**config.mk**
```make
export PLATFORM = sky130hd
export DESIGN_NAME = multi_timer
export DESIGN_NICKNAME = d
export VERILOG_FILES = /design/src/rtl/multi_timer.sv
export SDC_FILE = /design/constraint.sdc
export NUM_CORES = 1
export LEC_CHECK = 0
export BUFFER_PORTS_ARGS = -buffer_cell sky130_fd_sc_hd__buf_2
export CELL_PAD_IN_SITES_DETAIL_PLACEMENT = 1
export CELL_PAD_IN_SITES_GLOBAL_PLACEMENT = 2
export CORE_UTILIZATION = 36
export DETAILED_ROUTE_END_ITERATION = 10
export GPL_ROUTABILITY_DRIVEN = 0
export GPL_TIMING_DRIVEN = 0
export HOLD_SLACK_MARGIN = 0.02
export PLACE_DENSITY = 0.76
export SYNTH_ARGS = -nofsm -noshare
export SYNTH_HDL_FRONTEND = slang
export SYNTH_SLANG_ARGS = --single-unit
```
**constraint.sdc**
```tcl
create_clock -name clock -period 2.55 [get_ports clock]
set_input_delay 0.51 -clock clock [delete_from_list [all_inputs] [get_ports clock]]
set_output_delay 0.51 -clock clock [all_outputs]
set_load 0.02 [all_outputs]
```
**src/rtl/multi_timer.sv**
```systemverilog
// multi_timer: CHANNELS independent down-period timers on one byte-wide register port.
// Per channel: CSR {ENA, OF, DBA, ONESHOT, IE} at addr 2n and period DR at addr 2n+1.
module multi_timer #(
    parameter int CHANNELS    = 2,
    parameter int PRE_SHIFT   = 4,
    parameter int COUNT_WIDTH = 16,
    parameter int AW          = $clog2(2 * CHANNELS)
) (
    input  logic                clock,
    input  logic                reset_n,
    input  logic                wr_en,
    input  logic                rd_en,
    input  logic [AW-1:0]       addr,
    input  logic [7:0]          wdata,
    output logic [7:0]          rdata,
    output logic [CHANNELS-1:0] irq
);

    localparam logic [COUNT_WIDTH-1:0] CNT_ONE = COUNT_WIDTH'(1);

    logic [7:0] csr_v [CHANNELS];
    logic [7:0] dr_v  [CHANNELS];
    logic [7:0] rdata_q, rdata_d;

    for (genvar g = 0; g < CHANNELS; g++) begin : g_ch
        logic                   ena_q, ena_d;
        logic                   of_q, of_d;
        logic                   dba_q, dba_d;
        logic                   one_q, one_d;
        logic                   ie_q, ie_d;
        logic [7:0]             dr_q, dr_d;
        logic [COUNT_WIDTH-1:0] cnt_q, cnt_d;
        logic [COUNT_WIDTH-1:0] term;
        logic                   wr_csr, wr_dr, tick;

        always_comb begin
            wr_csr = wr_en && (addr == AW'(2 * g));
            wr_dr  = wr_en && (addr == AW'(2 * g + 1));
            term   = ((COUNT_WIDTH'(dr_q) + CNT_ONE) << PRE_SHIFT) - CNT_ONE;
            tick   = ena_q && (cnt_q == term);

            ena_d = ena_q;
            of_d  = of_q;
            dba_d = dba_q;
            one_d = one_q;
            ie_d  = ie_q;
            dr_d  = dr_q;

            if (tick && one_q) ena_d = 1'b0;
            if (wr_csr) begin
                ena_d = wdata[4];
                one_d = wdata[1];
                ie_d  = wdata[0];
                if (!wdata[3]) of_d  = 1'b0;
                if (!wdata[2]) dba_d = 1'b0;
            end
            if (wr_dr) dr_d = wdata;
            // Tick sets beat a same-edge software clear; OF looks at pre-edge DBA.
            if (tick) begin
                dba_d = 1'b1;
                if (dba_q) of_d = 1'b1;
            end

            cnt_d = cnt_q + CNT_ONE;
            if (tick || wr_dr || (wr_csr && wdata[4] && !ena_q) || !ena_d)
                cnt_d = '0;
        end

        always_ff @(posedge clock or negedge reset_n) begin
            if (!reset_n) begin
                ena_q <= 1'b0;
                of_q  <= 1'b0;
                dba_q <= 1'b0;
                one_q <= 1'b0;
                ie_q  <= 1'b0;
                dr_q  <= 8'h00;
                cnt_q <= '0;
            end else begin
                ena_q <= ena_d;
                of_q  <= of_d;
                dba_q <= dba_d;
                one_q <= one_d;
                ie_q  <= ie_d;
                dr_q  <= dr_d;
                cnt_q <= cnt_d;
            end
        end

        assign irq[g]   = ie_q & dba_q;
        assign csr_v[g] = {3'b000, ena_q, of_q, dba_q, one_q, ie_q};
        assign dr_v[g]  = dr_q;
    end

    always_comb begin
        rdata_d = rdata_q;
        if (rd_en) begin
            rdata_d = 8'h00;
            for (int n = 0; n < CHANNELS; n++) begin
                if (addr == AW'(2 * n))     rdata_d = csr_v[n];
                if (addr == AW'(2 * n + 1)) rdata_d = dr_v[n];
            end
        end
    end

    always_ff @(posedge clock or negedge reset_n) begin
        if (!reset_n) rdata_q <= 8'h00;
        else          rdata_q <= rdata_d;
    end

    assign rdata = rdata_q;

endmodule

```
; After elaboration in Yosys (flattened, before gate mapping)
; Cells that the tools add are included.
[word_totals]
register_bits = 66
latchBits = 0
ramBits = 0
mem_bits_ro = 0
input_bits = 14
out_inout_bits = 10
word_cells = 80
mem_count = 0
[classes]
n_addsub = 6
n_mul = 0
div_mod_pow = 0
n_lt_le_gt_ge = 0
n_eq_ne = 7
n_shift = 0
n_mux = 23
bitwise_logic = 2
reduce_logical = 27
[ops]
columns = operator, n
row1 = adder 16 x 1 -> 16 bit (second input constant), 2
row2 = equality test 16 bit, 2
row3 = two-way mux 16 bit, 2
row4 = subtractor 13 x 1 -> 14 bit (second input constant), 2
row5 = two-way mux 8 bit, 3
row6 = adder 8 x 1 -> 9 bit (second input constant), 2
row7 = two-way mux 1 bit, 17
row8 = logical AND 1 bit, 12
row9 = logical OR 1 bit, 6
row10 = two-way mux 5 bit, 1
row11 = equality test 2 bit (second input constant), 2
row12 = logical NOT 1 bit, 4
row13 = inequality test 2 x 1 -> 1 bit (second input constant), 2
row14 = AND reduction 2 bit, 2
row15 = nonzero test 2 bit, 2
row16 = AND 1 bit, 2
row17 = equality test 2 x 1 -> 1 bit (second input constant), 1
row18 = logical NOT 2 bit, 1

; Logic depth before layout (Yosys ltp)
; Gate-level depths: netlist of the first run.
[depth]
word_depth = 10
mapped_depth = 10
ltp_nobuf = 8

; Worst setup path after synthesis of the first run
; Ideal clock, no wire load.
[synth_timing]
path_kind = register -> register
from = reg g_ch[0].dr_q[0]
to = reg g_ch[0].cnt_q[10]
setup_ns = 0.141
t_arrival_ns = 2.625
required_ns = 2.409
path_slack_ns = -0.216
stages_incl_launch_ff = 10
n_path_buf = 2
synth_period_minus_slack_ns = 2.766
path_cell_list = dfrtp_1 ha_1 clkbuf_1 nor4b_1 a31oi_1 or4b_1 a211o_1 nor4_4 buf_6 nor3_2
[synth_via]
elab_chain_len = 10
word_cells_on_any_way = 12
classes_between = 2 x add/sub / 1 x eq/ne / 3 x mux / 6 x reduce/logical
[synth_rtl]
columns = element, line
row1 = from (decl), 31  ; logic [7:0] dr_q, dr_d;
row2 = from (signal assigned), 84  ; dr_q <= dr_d;
row3 = adder 8 x 1 -> 9 bit (*), 39  ; term = ((COUNT_WIDTH'(dr_q) + CNT_ONE) << PRE_SHIFT) - CNT_ONE;
row4 = subtractor 13 x 1 -> 14 bit (*), 39
row5 = equality test 16 bit (*), 40  ; tick = ena_q && (cnt_q == term);
row6 = logical AND 1 bit (*), 40
row7 = logical AND 1 bit, 49  ; if (tick && one_q) ena_d = 1'b0;
row8 = two-way mux 1 bit, 49
row9 = two-way mux 1 bit, 50  ; if (wr_csr) begin
row10 = logical NOT 1 bit, 65  ; if (tick || wr_dr || (wr_csr && wdata[4] && !ena_q) || !ena_d)
row11 = logical OR 1 bit (*), 65
row12 = two-way mux 16 bit (*), 65
row13 = net g_ch[0].cnt_d[10], 32  ; logic [COUNT_WIDTH-1:0] cnt_q, cnt_d;
row14 = to (signal assigned), 85  ; cnt_q <= cnt_d;
row15 = to (decl), 32
; The timed path passes the listed nets; every way through them passes the cells marked *.
; A chain may end at the register's enable or synchronous reset.

; Worst setup path after layout of the first run
[layout_timing]
from = reg g_ch[0].dr_q[1]
to = reg g_ch[0].ena_q
[layout_via]
elab_chain_len = 7
[layout_rtl]
columns = element, line
row1 = adder 8 x 1 -> 9 bit, 39
row2 = subtractor 13 x 1 -> 14 bit, 39
row3 = equality test 16 bit, 40
row4 = logical AND 1 bit, 40
row5 = logical AND 1 bit, 49
row6 = two-way mux 1 bit, 49
row7 = two-way mux 1 bit, 50
row8 = net g_ch[0].ena_d, 26  ; logic ena_q, ena_d;
row9 = to (signal assigned), 79  ; ena_q <= ena_d;
row10 = to (decl), 26
; The timed path passes the listed nets, and every way through them passes these cells.

==> results.tsv, run 1 <==
stage	metric	value	unit
run_status	status	finished with violations	
run_status	violations	design-rule violations, negative setup slack	
pwr	p_per_area	711	nW/um^2
worst_setup_path	crit_path_max_incr_delay	0.55	ns
pwr	vdd_drop_max	301	uV
sta	hold_violations	0	
yosys	synth.area.mux_share	10.6	%
sta	final.period_utilization	104	%
die	dieHeight	111	um
route	drtIter0Drc	204	
yosys	synth_top_family_by_area	simple AND/OR/NAND/NOR gates	
worst_hold_path	hp-class	in2async	
route	vias	3541	
sta	min_period	2.65	ns
route	via_per_inst	5.52	
sta	grt_setup_unrepaired	yes	
cts	cts_tree	built	
yosys	synthAdderAreaFrac	1.75	%
yosys	postSynth.asyncResetShare	100	%
yosys	synth_compound_area_share	9.75	%
placement	dpl.hpwl	8450	um
cts	htree_levels	3	
worst_setup_path	crit_family	simple AND/OR/NAND/NOR gates	
yosys	yosysSeqAreaShare	38.6	%
yosys	syn_inst	440	
sta	tns	-1.89	ns
finish	regArea	1660	sq um
worst_setup_path	path_cells	ha_2, and3_4, xor2_4, xnor2_2, or4b_4, a211o_1, nor4_4, buf_4, buf_8, a31oi_1	
global_routing	grt_max_degree	67	
pwr	leakagePower	2.18	nW
cts	cts_root_buf	clkbuf_16	
worst_setup_path	cp_num_buf_inv	2	
yosys	yosys_warnings	0	
finish	n_fill_cell	1291	
cts	clkSinkCount	66	
global_routing	antenna_found_initial	0	
route	firstDrtPassIters	7	
placement	pre_cts_slack	-0.590	ns
cts	cts_hold_buf	0	
cts	clk_pin_slew	0.06	ns
die	start_util	37.2	%
worst_setup_path	cp_data_arrival_time	2.87	ns
die	die_area	12300	sq um
sta	tightest_slew	0.876	ns
worst_setup_path	crit_slowest_cell	or4b_4	
global_routing	grt_usage	21.6	%
yosys	yosysUniqueCellTypes	69	
sta	finalSetupViolations	33	
route	wl	12300	um
die	io_pins	24	
sta	skew	0.00590	ns
finish	final_cells	642	
die	core-area	11500	sq um
placement	port_buffers	22	
pwr	total_power	3.87	mW
die	row_count	39	
route	wl_per_cell	19.2	um
finish	final_nets	514	
finish	fin_util	47.3	%
worst_setup_path	crit_type	reg2reg	
yosys	synth_xor_area_share	11.8	%
sta	max_freq	378	MHz
finish	drive_above_1_share	34.7	%
yosys	synth-seq-cells	66	
run	drv_cap	0	
global_routing	grt_pass1_vias	3750	
route	postRouteAntennaNets	0	
worst_setup_path	path_max_fanout	7	
yosys	syn_area	4280	sq um
yosys	synthesis.nets	460	
worst_setup_path	critPathCaptureType	flip-flop	
sta	fin_ws	-0.0978	ns
worst_setup_path	required	2.78	ns
placement	dp_cells	605	
cts	numCtsBuffers	9	
yosys	synthFlopType	dfrtp_1	
yosys	synth_edf_count	0	
sta	relSlewSlack	41.6	%
sta	drv_slew	0	
finish	multiInputGateArea	2750	sq um
global_routing	grt_pass1_wl	20400	um
route	drc_errors	8	
finish	area_delta_synth_final	27.0	%
worst_setup_path	crit_path_start_kind	flip-flop	
yosys	yosys.area_share.simple	23.7	%
die	die_x	111	um
finish	antennaDiodeCount	0	
global_routing	grt_overflow	0	
cts	clk_latency	0.35	ns
cts	clock_path_buffers	2	
yosys	avgSynthCellArea	9.74	sq um
-- state kept, by name, indices dropped and copies added, names as in the netlist --
name        count
g_ch.cnt_q     32
g_ch.ie_q       2
g_ch.dr_q      16
g_ch.ena_q      2
g_ch.dba_q      2
g_ch.one_q      2
g_ch.of_q       2
rdata           8
-- cells by family after synthesis --
logic type	Yosys count
AOI/OAI and AO/OA	59
muxes	36
buffers and inverters	37
adders and majority gates	6
and+or+nand+nor	179
DFF	66
xor gates and xnor gates	57
-- layout by cell type (no fill, tap or decap), types with 12 or more instances in the layout --
cell type and n:
buf_4 20, nand3_1 19, buf_2 24, nor2_1 24, mux2_2 24, nand4_1 14
o21ai_0 12, nor3_1 13, xnor2_1 28, xor2_1 24, dfrtp_1 63, nand2_1 25
nor2_2 12
-- synth_stat cells, types with 2 or more instances --
library cell,instances,area share (%)
dfrtp_1,66,39
nor2_1,37,3.2
xnor2_1,30,6.1
xor2_1,26,5.3
mux2_2,25,6.6
nand2_1,25,2.2
nand3_1,20,2.3
clkbuf_1,17,1.5
nor3_1,16,1.9
nand4_1,14,2.0
o21ai_0,13,1.5
nor3_2,10,2.3
nand2b_1,9,1.3
inv_1,8,0.70
and2_1,7,1.0
and3_1,7,1.0
buf_2,6,0.70
ha_1,6,1.8
a21oi_1,5,0.58
a31oi_1,5,0.73
and4_1,5,1.0
mux2i_1,5,1.2
mux4_2,5,2.6
nor4_1,5,0.73
nand3b_1,4,0.70
o211ai_1,4,0.70
o22ai_1,4,0.58
a21boi_0,3,0.53
buf_1,3,0.26
nor2b_1,3,0.44
nor3b_1,3,0.53
or3_1,3,0.44
a211o_1,2,0.41
a21bo_1,2,0.47
buf_4,2,0.35
o2111ai_1,2,0.41
-- routing by layer --
layer	track usage (%)	vias up	part of all wire [%]	wire length (um)
met5	0	-	0	0
met4	6.31	0	1.4	175
met3	4.76	12	3.1	379
met2	33.5	47	46	5700
met1	30.0	1793	49	6090
li1	-	1689	-	-
-- through the flow --
stage | instance area [sq um] | hold WS, ns
after global placement | 4620 | 0.453
after detailed placement | 4630 | 0.462
final | 5440 | 0.266
after CTS | 5270 | 0.312
after floorplan | 4330 | 0.214
after global routing | 5440 | 0.348
-- worst paths after layout --
kind	depth (start not counted)	startpoint	slack (ns)	to
min reg2reg	1	g_ch[1].cnt_q[0]$_DFF_PN0_	0.47	g_ch[1].cnt_q[0]$_DFF_PN0_
max in group asynchronous	1	reset_n	1.66	g_ch[0].dr_q[2]$_DFFE_PN0P_
min in group clock	3	wdata[0]	0.43	g_ch[0].ie_q$_DFFE_PN0P_
max reg2reg	10	g_ch[0].dr_q[1]$_DFFE_PN0P_	-0.1	g_ch[0].ena_q$_DFF_PN0_
max	10	g_ch[0].dr_q[1]$_DFFE_PN0P_	-0.1	g_ch[0].ena_q$_DFF_PN0_
min	1	reset_n	0.27	g_ch[1].dr_q[3]$_DFFE_PN0P_
-- layout make-up --
class | instances | area share, %
multi-input cells | 337 | 50.5
flip-flops and latches | 66 | 30.4
repair buffers | 46 | 5.93
clock buffers | 10 | 4.39
well taps | 143 | 3.29
plain buffers | 26 | 3.26
clock inverters | 6 | 1.66
inverters | 8 | 0.552
-- power by group --
group,switching (mW),total (mW),internal [mW]
logic,0.658,1.21,0.547
clock network,0.505,1.39,0.884
registers,0.114,1.28,1.16
-- what timing repair did --
item | in CTS | in global routing
pin swaps | 31 | 21
resized for setup | 48 | 39
setup endpoints to repair | 36 | 37
gates cloned | 2 | 0
buffers inserted | 17 | 5
Note: power is estimated with default switching activity, not from simulation.
==> inputs of run 2 (changes only) <==
--- a/config.mk
+++ b/config.mk
@@ -5,6 +5,7 @@
 export SDC_FILE = /design/constraint.sdc
 export NUM_CORES = 1
 export LEC_CHECK = 0
+export ABC_CLOCK_PERIOD_IN_PS = 2550
 export BUFFER_PORTS_ARGS = -buffer_cell sky130_fd_sc_hd__buf_2
 export CELL_PAD_IN_SITES_DETAIL_PLACEMENT = 1
 export CELL_PAD_IN_SITES_GLOBAL_PLACEMENT = 2
@@ -13,6 +14,7 @@
 export GPL_ROUTABILITY_DRIVEN = 0
 export GPL_TIMING_DRIVEN = 0
 export HOLD_SLACK_MARGIN = 0.02
+export MAX_ROUTING_LAYER = met4
 export PLACE_DENSITY = 0.76
 export SYNTH_ARGS = -nofsm -noshare
 export SYNTH_HDL_FRONTEND = slang
==> run 2 against run 1 <==
  * The run still ends with design-rule violations, negative setup slack left
  * Register-to-register slack is essentially flat
  * Combinational power about the same
  * Fmax is essentially flat
  * Global-route usage grew 0.67 points
  * Largest power group unchanged
==> results.tsv, run 2 (synthesis gave the netlist of run 1 again) <==
stage	metric	value	unit
sta	max_freq	378	MHz
run_status	status	finished with violations	
global_routing	grt_overflow	0	
worst_setup_path	required	2.78	ns
cts	cts_tree	built	
die	die_x	111	um
worst_setup_path	critPathCaptureType	flip-flop	
placement	port_buffers	22	
worst_setup_path	crit_type	reg2reg	
global_routing	grt_usage	22.2	%
finish	final_cells	642	
route	firstDrtPassIters	7	
finish	layout_commonest_cell	dfrtp_1	
sta	tightest_slew	0.869	ns
cts	cts_root_buf	clkbuf_16	
route	vias	3535	
die	io_pins	24	
route	wl	12300	um
sta	relSlewSlack	42.0	%
die	dieHeight	111	um
cts	clk_latency	0.35	ns
die	core-area	11500	sq um
placement	dpl.hpwl	8450	um
worst_setup_path	crit_path_max_incr_delay	0.55	ns
finish	largest_register_ffs	32	
route	wl_per_cell	19.2	um
worst_setup_path	crit_path_start_kind	flip-flop	
sta	holdWs	0.273	ns
pwr	p_per_area	711	nW/um^2
pwr	leakagePower	2.18	nW
sta	min_period	2.65	ns
cts	htree_levels	3	
run_status	violations	design-rule violations, negative setup slack	
worst_setup_path	path_cells	ha_2, and3_4, xor2_4, xnor2_2, or4b_4, a211o_1, nor4_4, buf_4, buf_8, a31oi_1	
cts	clock_path_buffers	2	
finish	fin_util	47.3	%
route	via_per_inst	5.51	
cts	numCtsBuffers	9	
finish	largest-register	g_ch.cnt_q	
sta	final.period_utilization	104	%
finish	area_delta_synth_final	27.0	%
route	postRouteAntennaNets	0	
placement	dp_cells	605	
global_routing	grt_pass1_vias	3746	
die	start_util	37.2	%
sta	drv_slew	0	
route	drc_errors	8	
cts	clk_pin_slew	0.06	ns
worst_setup_path	crit_slowest_cell	or4b_4	
sta	fin_ws	-0.0965	ns
worst_setup_path	cp_data_arrival_time	2.87	ns
global_routing	grt_max_degree	67	
global_routing	antenna_found_initial	0	
die	row_count	39	
sta	grt_setup_unrepaired	yes	
worst_hold_path	hp-class	in2async	
route	drtIter0Drc	207	
die	die_area	12300	sq um
finish	final_nets	514	
finish	layout_common_cells	dfrtp_1 (63), xnor2_1 (28), nand2_1 (25)	
cts	clkSinkCount	66	
global_routing	grt_pass1_wl	20400	um
worst_setup_path	crit_start	g_ch[0].dr_q[1]$_DFFE_PN0P_	
sta	skew	0.00541	ns
run	drv_cap	0	
worst_setup_path	reg2reg_from	g_ch[0].dr_q[1]$_DFFE_PN0P_	
worst_setup_path	path_max_fanout	7	
finish	drive_above_1_share	34.7	%
sta	hold_violations	0	
finish	antennaDiodeCount	0	
sta	finalSetupViolations	33	
pwr	vdd_drop_max	301	uV
[run 2: cell type report]
type	instances	area (sq um)
tap	143	179
fill	1291	6070
sequential	66	1660
clock buffer	10	239
timing repair buffer	46	323
clock inverter	6	90.1
inverter	8	30.0
multi-input combinational	337	2750
buffer	26	178
[run 2: per-stage QoR]
step	area, sq um	TNS, ns	worst slack, ns	power [mW]
4_1_cts	5270	-2.43	-0.126	3.81
6_report	5440	-1.88	-0.0965	3.87
2_1_floorplan	4330	-1.04	-0.106	1.96
3_5_place_dp	4630	-17.50	-0.590	2.24
3_3_place_gp	4620	-15.78	-0.563	2.21
5_1_grt	5440	-5.17	-0.237	4.05
[run 2: timing repair]
item,in CTS,in global routing
endpoints found under the setup margin,36,37
gates resized for setup,48,39
cloned,2,0
hold buffers,0,0
pin swaps,31,21
buffers inserted,17,5
[run 2: layer usage]
| metal | vias to the layer above | routed length [um] | GRT usage (%) |
|---|---|---|---|
| li1 | 1688 | - | - |
| met1 | 1792 | 6130 | 30.2 |
| met2 | 40 | 5720 | 33.4 |
| met3 | 15 | 318 | 4.76 |
| met4 | 0 | 174 | 6.31 |
| met5 | - | 0 | - |
[run 2: final timing paths]
kind | depth (start not counted) | slack, ns | end
min in group clock | 3 | 0.43 | g_ch[0].one_q$_DFFE_PN0P_
hold reg to reg | 1 | 0.47 | g_ch[1].cnt_q[0]$_DFF_PN0_
setup / recovery | 10 | -0.1 | g_ch[0].ena_q$_DFF_PN0_
setup reg to reg | 10 | -0.1 | g_ch[0].ena_q$_DFF_PN0_
hold / removal | 1 | 0.27 | g_ch[1].dr_q[3]$_DFFE_PN0P_
max in group asynchronous | 1 | 1.67 | g_ch[0].dr_q[2]$_DFFE_PN0P_
[run 2: report_power, final]
group	switching (mW)	leakage, nW	internal, mW
clock network	0.502	0.159	0.884
registers	0.115	0.858	1.16
logic	0.658	1.17	0.547
total	1.28	2.18	2.59
[run 2: critical path, delay by kind of cell, from the launching register on]
kind,cells,cell delay [ns]
AOI/OAI and AO/OA,2,0.41
adders and majority gates,1,0.21
and+or+nand+nor,3,0.95
DFF,1,0.38
buffers and inverters,2,0.31
xor gates and xnor gates,2,0.27
